===== src/rtl/prog_loader_pkg.sv =====
// Shared types and constants for the serial program loader.
package prog_loader_pkg;

  localparam int unsigned DefaultMemWords = 1024;

  typedef enum logic [2:0] {
    StIdle,
    StLen,
    StData,
    StCsum,
    StDone,
    StErr
  } state_e;

endpackage


===== src/rtl/word_packer.sv =====
// Packs a byte stream little-endian into 32-bit words; strobes word_valid_o on every 4th byte.
module word_packer (
  input  logic        clk_i,
  input  logic        rst_ni,
  input  logic        clear_i,
  input  logic        byte_valid_i,
  input  logic [7:0]  byte_i,
  output logic        word_valid_o,
  output logic [31:0] word_o
);

  logic [1:0]  cnt_q, cnt_d;
  logic [23:0] shreg_q, shreg_d;

  always_comb begin
    cnt_d   = cnt_q;
    shreg_d = shreg_q;
    if (clear_i) begin
      cnt_d   = '0;
      shreg_d = '0;
    end else if (byte_valid_i) begin
      cnt_d   = cnt_q + 2'd1;
      // Oldest byte drifts down to [7:0] after three shifts.
      shreg_d = {byte_i, shreg_q[23:8]};
    end
  end

  assign word_valid_o = byte_valid_i & ~clear_i & (cnt_q == 2'd3);
  assign word_o       = {byte_i, shreg_q};

  always_ff @(posedge clk_i) begin
    if (!rst_ni) begin
      cnt_q   <= '0;
      shreg_q <= '0;
    end else begin
      cnt_q   <= cnt_d;
      shreg_q <= shreg_d;
    end
  end

endmodule


===== src/rtl/prog_loader.sv =====
// Receives a length-prefixed, checksummed byte stream and writes it into instruction memory,
// holding the CPU in reset until a clean load completes.
module prog_loader
  import prog_loader_pkg::*;
#(
  parameter int unsigned MEM_WORDS = DefaultMemWords
) (
  input  logic        clk_i,
  input  logic        rst_ni,
  input  logic        start_i,
  input  logic [7:0]  rx_data_i,
  input  logic        rx_valid_i,
  output logic        mem_we_o,
  output logic [31:0] mem_addr_o,
  output logic [31:0] mem_wdata_o,
  output logic        core_rst_no,
  output logic        busy_o,
  output logic        done_o,
  output logic        error_o
);

  state_e      state_q, state_d;
  logic [31:0] len_q, len_d;
  logic [31:0] idx_q, idx_d;
  logic [7:0]  csum_q, csum_d;
  logic        we_q, we_d;
  logic [31:0] addr_q, addr_d;
  logic [31:0] wdata_q, wdata_d;

  logic        byte_ok;
  logic        pk_valid;
  logic        pk_word_valid;
  logic [31:0] pk_word;

  // A start pulse always wins over a coincident byte.
  assign byte_ok  = rx_valid_i & ~start_i;
  assign pk_valid = byte_ok & ((state_q == StLen) | (state_q == StData));

  word_packer u_packer (
    .clk_i        (clk_i),
    .rst_ni       (rst_ni),
    .clear_i      (start_i),
    .byte_valid_i (pk_valid),
    .byte_i       (rx_data_i),
    .word_valid_o (pk_word_valid),
    .word_o       (pk_word)
  );

  always_comb begin
    state_d = state_q;
    len_d   = len_q;
    idx_d   = idx_q;
    csum_d  = csum_q;
    we_d    = 1'b0;
    addr_d  = addr_q;
    wdata_d = wdata_q;
    if (start_i) begin
      state_d = StLen;
      len_d   = '0;
      idx_d   = '0;
      csum_d  = '0;
    end else begin
      unique case (state_q)
        StLen: begin
          if (pk_word_valid) begin
            len_d   = pk_word;
            state_d = ((pk_word == 32'd0) || (pk_word > MEM_WORDS)) ? StErr : StData;
          end
        end
        StData: begin
          if (byte_ok) begin
            csum_d = csum_q ^ rx_data_i;
            if (pk_word_valid) begin
              we_d    = 1'b1;
              addr_d  = idx_q << 2;
              wdata_d = pk_word;
              idx_d   = idx_q + 32'd1;
              if (idx_q + 32'd1 == len_q) state_d = StCsum;
            end
          end
        end
        StCsum: begin
          if (byte_ok) state_d = (rx_data_i == csum_q) ? StDone : StErr;
        end
        default: ;
      endcase
    end
  end

  always_ff @(posedge clk_i) begin
    if (!rst_ni) begin
      state_q <= StIdle;
      len_q   <= '0;
      idx_q   <= '0;
      csum_q  <= '0;
      we_q    <= 1'b0;
      addr_q  <= '0;
      wdata_q <= '0;
    end else begin
      state_q <= state_d;
      len_q   <= len_d;
      idx_q   <= idx_d;
      csum_q  <= csum_d;
      we_q    <= we_d;
      addr_q  <= addr_d;
      wdata_q <= wdata_d;
    end
  end

  assign mem_we_o    = we_q;
  assign mem_addr_o  = addr_q;
  assign mem_wdata_o = wdata_q;
  assign busy_o      = (state_q == StLen) | (state_q == StData) | (state_q == StCsum);
  assign done_o      = (state_q == StDone);
  assign error_o     = (state_q == StErr);
  assign core_rst_no = (state_q == StDone);

endmodule

===== config.mk =====
export PLATFORM = sky130hd
export DESIGN_NAME = prog_loader
export DESIGN_NICKNAME = d
export VERILOG_FILES = /design/src/rtl/prog_loader_pkg.sv /design/src/rtl/word_packer.sv /design/src/rtl/prog_loader.sv
export SDC_FILE = /design/constraint.sdc
export NUM_CORES = 1
export LEC_CHECK = 0
export ABC_AREA = 1
export CORE_ASPECT_RATIO = 1.1
export CORE_UTILIZATION = 53
export DETAILED_ROUTE_END_ITERATION = 7
export PLACE_DENSITY = 0.79
export SYNTH_ARGS = -nofsm -noshare
export SYNTH_HDL_FRONTEND = slang
export SYNTH_SLANG_ARGS = --single-unit

===== constraint.sdc =====
create_clock -name clk_i -period 2.35 [get_ports clk_i]
set_input_delay 0.3525 -clock clk_i [delete_from_list [all_inputs] [get_ports clk_i]]
set_output_delay 0.3525 -clock clk_i [all_outputs]
set_load 0.05 [all_outputs]

# After elaboration in Yosys (flattened, before gate mapping)
# Index checks and enable logic that the tools add are counted.
[op_classes]
order_cmp = 1
reduce_logical = 12
eq_ne = 18
add_sub_neg = 2
n_mux = 10
bitwise_logic = 11
[op_table]
columns = ["cell", "count"]
rows = [
  ["32-bit by 1-bit adder with 32-bit output (second input constant)", 1],
  ["32-bit == test", 1],
  ["32-bit by 11-bit > comparator with 1-bit output (second input constant)", 1],
  ["32-bit zero test", 1],
  ["3-bit 2-to-1 mux", 6],
  ["3-bit inequality test (second input constant)", 4],
  ["6-bit AND reduction", 2],
  ["3-bit case mux with 3 select lines", 1],
  ["8-bit == test", 1],
  ["2-bit inequality test (second input constant)", 4],
  ["8-bit bitwise XOR", 1],
  ["3-bit by 2-bit == test with 1-bit output (second input constant)", 2],
  ["3-bit == test (second input constant)", 2],
  ["1-bit bitwise AND", 4],
  ["1-bit NOT", 4],
  ["2-bit AND reduction", 2],
  ["4-bit AND reduction", 1],
  ["4-bit nonzero test", 1],
  ["4-bit OR reduction", 1],
  ["3-bit by 1-bit == test with 1-bit output (second input constant)", 1],
  ["1-bit 2-to-1 mux", 3],
  ["3-bit by 2-bit inequality test with 1-bit output (second input constant)", 1],
  ["3-bit AND reduction", 1],
  ["3-bit nonzero test", 1],
  ["6 further kinds", 7],
]
[totals]
wordCells = 64
out_inout_bits = 69
in_bits = 12
register_bits = 164

# Longest topological paths before layout
[logic_depth]
word_depth = 9
ltp_mapped = 18
ltp_nobuf = 18

# Hierarchy
# From an unflattened synthesis, not the netlist that was laid out.
[unflattened]
cells_unflattened = 1108
area_unflattened_um2 = 7923.8
[modules_own_cells]
columns = ["mod", "n_inst", "cells_each", "area_each_um2"]
rows = [
  ["prog_loader", 1, 981, 6756.5],
  ["word_packer", 1, 127, 1167.4],
]

# Worst setup path before layout
# No wires, ideal clock.
[synth_timing]
kind = "reg-to-output"
from = "reg state_q[2]"
to = "out done_o"
setup_slack_ns = 0.109
stages_incl_launch_ff = 4
arrival_time_ns = 1.888
n_path_buf = 1
path_cell_list = "dfxtp_1 > inv_1 > nor3_1 > buf_4"
[synth_via]
elab_chain_len = 1
[synth_rtl]
columns = ["element", "line_no", "rtl"]
rows = [
  ["start: declaration", "prog_loader.sv:22", "state_e state_q, state_d;"],
  ["start signal: assignment", "prog_loader.sv:92", "state_q <= StIdle;"],
  ["start signal: assignment", "prog_loader.sv:100", "state_q <= state_d;"],
  ["3-bit == test", "n/a", ""],
  ["end: declaration", "prog_loader.sv:18", "output logic done_o,"],
]
# Every way passes these cells.

# Worst setup path in the final report
[layout_timing]
from = "reg state_q[2]"
to = "out done_o"
[layout_via]
elab_chain_len = 1
[layout_rtl]
columns = ["element", "line_no", "rtl"]
rows = [
  ["3-bit == test", "prog_loader.sv:114", "assign done_o = (state_q == StDone);"],
]
# Every way passes these cells.

==> out/metrics.yaml <==
outcome: "finished, final reports clean"
fillCellCount: 1217
synth_area_leaders: "dfxtp_1 (42%), nand2_1 (9.6%), o21ai_0 (9.1%)"
min_path_type: "input port to register"
leakage_uw: 0.00395
synth-edff-count: 0
vias: 7568
wl_per_cell_um: 15.3
hold_ws_ns: 0.309
grt_max_degree: 63
routed_wl_um: 21500
power_frac_comb_pct: 3.8
timing.final.crit_period_ns: 2.29
dp.cells: 1369
layout_setup_ws_ns: 0.0642
stdcell_count: 1408
ys_seq_elements: 164
yosysTopAreaCell: "dfxtp_1"
synth.distinct_cells: 34
maxCapViolCount: 0
p_int_uw: 4570
drt_iter0_markers: 517
p_clk_share_pct: 48.8
htree_levels: 4
antenna_found_initial: 0
slowest_delay_ns: 0.84
clock_skew_ns: 0.0109
synth_cells: 1119
timing.critical_path.arrival_ns: 1.93
finalHoldViolCount: 0
diodes: 0
hold_start: "rst_ni"
clock_latency_ns: 0.44
dp_slack_ns: 0.0426
rr_startpoint: "idx_q[9]"
syn_area_um2: 7770
worst_pin_slew_ns: 0.537
post-route-drc-count: 0
ios: 81
clkTransAtPathRegs_ns: 0.07
reg2regPathDepth: 16
initial_core_util_pct: 54.0
place.detailed.hpwl_um: 14700
async_flop_share_pct: 0
max_freq_ghz: 0.437
area_growth_pct: 25.0
grt_pass1_vias: 6929
synth_top_area_share_pct: 42.3
yosys_warnings: 0
core_area_um2: 14400
regArea_um2: 3310
crit_path_top_delay_cell: "clkdlybuf4s50_1"
worstPathRequired_ns: 2.00
cts-root-buf: "clkbuf_16"
seqPwrFrac_pct: 47.4
power_density_nw_per_um2: 608
power.switching_uw: 1340
ant_nets: 0
fp.dieW_um: 117
crit_path_start_kind: "register"
numPortBuffers: 78
cts_tree: "built"
cts_buffers: 17
swShare_pct: 22.7
row_count: 46
drive_gt1_share_pct: 13.5
grt_usage_pct: 28.9
die_area_um2: 15100
fin_crit_sh_pct: 97.3
relSlewSlack_pct: 64.2
worstHoldPathCells: 3
grt_pass1_wl_um: 34700
hold_path_end: "mem_addr_o[2]"
ir_drop_v: 0.000561
synthFlopType: "dfxtp_1"
firstDrtPassIters: 5
layout.nets: 1218
setup_viol: 0
crit_type: "register to primary output"
grt_overflow: 0
die_h_um: 129
cts_max_path_buffers: 2
reg2reg_setup_slack_ns: 0.12
r2r_end: "state_q[1]"
end_kind: "primary output"
avgSynthCellArea_um2: 6.94
multi_input_area_um2: 3990
final_max_slew_viol_count: 0
cts.sinks: 164
hold_buffers: 0
rsz0062_at_grt: "true"
crit_chain: "inv_1 -> nor3_1 -> clkdlybuf4s50_1"
via_per_inst: 5.38
gp_congestion: 0.932
path_max_fanout: 4
seq_area_frac_synth_pct: 42.3
-- state kept, by name, indices dropped and copies added, names as in the netlist --
signal / cells
csum_q: 8
idx_q: 32
mem_wdata_o: 32
u_packer.shreg_q: 24
state_q: 3
mem_addr_o: 30
mem_we_o: 1
u_packer.cnt_q: 2
len_q: 32
-- area by class of cell --
class | count | area share [%]
repair buffers | 117 | 11.6
multi-input cells | 789 | 41.1
clock buffers | 18 | 4.52
flip-flops and latches | 164 | 34.1
inverters | 115 | 4.47
well taps | 192 | 2.47
clock inverters | 13 | 1.77
-- cell usage after synthesis, types with 2 or more instances --
library cell,instances
nor3_1,5
nand2_1,198
xnor2_1,8
inv_1,113
nand2_2,13
nor4_1,6
nand3_2,5
buf_2,3
nor2_2,12
dfxtp_1,164
a31oi_1,2
ha_1,2
o21bai_1,2
nand3_1,84
inv_2,2
buf_4,4
nor2_1,155
o21ai_0,141
nor2_8,2
nand4_1,3
a21oi_1,108
nand2_4,3
clkbuf_1,43
xor2_1,10
o211ai_1,13
buf_1,3
nor2_4,8
-- repair_timing --
action	in CTS	in global routing
resized for setup	1	58
pin swaps	0	17
gates cloned	0	1
setup buffers	0	7
endpoints found under the setup margin	1	5
-- how the worst max path moves through the flow --
stage,from,to
floorplan,state_q[2],done_o
global placement,idx_q[1],state_q[1]
detailed placement,idx_q[1],state_q[1]
CTS,idx_q[1],state_q[1]
global route,idx_q[3],state_q[2]
finish,state_q[2],done_o
-- routing by layer --
metal	vias up	part of all wire, %	track usage [%]
met5	-	0	0
met4	0	3.1	13.7
met3	45	6.0	5.05
met2	260	46	46.1
met1	3460	45	38.1
li1	3803	-	-
-- critical path: cells and delay by family (launching register included) --
kind	cells	cell delay, ns
DFF	1	0.40
and+or+nand+nor	1	0.18
buffers and inverters	2	0.91
-- logic make-up (layout without fill, tap and decap cells) --
kind of cell             after synthesis  count (layout)  synth area share, %
other                                  1               2               0.0483
AND/OR/NAND/NOR                      496             497                 28.5
adder cells (fa/ha/maj)                2               2                0.322
XOR/XNOR                              20              20                 2.67
buffers and inverters                168             263                 8.36
flip-flops                           164             164                 42.3
AO/OA/AOI/OAI                        268             268                 17.9
-- layout by cell type, fill, tap and decap left out, types with 4 or more instances in the layout --
cell type,n
dfxtp_1,149
nor2_4,18
inv_2,4
inv_1,110
buf_12,4
nand2_2,21
nor2_1,145
inv_6,4
clkdlybuf4s50_1,74
nand3_2,7
nor2_2,13
xor2_1,9
o211ai_1,13
dfxtp_2,12
nand2_1,189
nand2_4,4
nor4_1,6
a21oi_1,108
xnor2_1,8
nand3_1,81
o21ai_0,141
buf_4,34
nor3_1,5
clkbuf_16,17
-- power groups by stage --
stage	Clock [uW]	Combinational [uW]	Sequential, uW
2_1_floorplan	0	130	2860
3_3_place_gp	0	217	2870
3_5_place_dp	0	218	2870
4_1_cts	2900	220	2800
5_1_grt	3030	242	2800
6_report	2880	222	2800
-- metrics by stage --
stage	total power (uW)	utilization (%)	setup TNS (ns)	area, um2
floorplan	2990	-	0	7770
global placement	3080	61.6	0	8860
finish	5910	67.5	0	9710
detailed placement	3090	61.6	0	8860
global route	6070	67.5	-0.0731	9710
CTS	5920	65.8	0	9470
(Power assumes the default switching activity.)
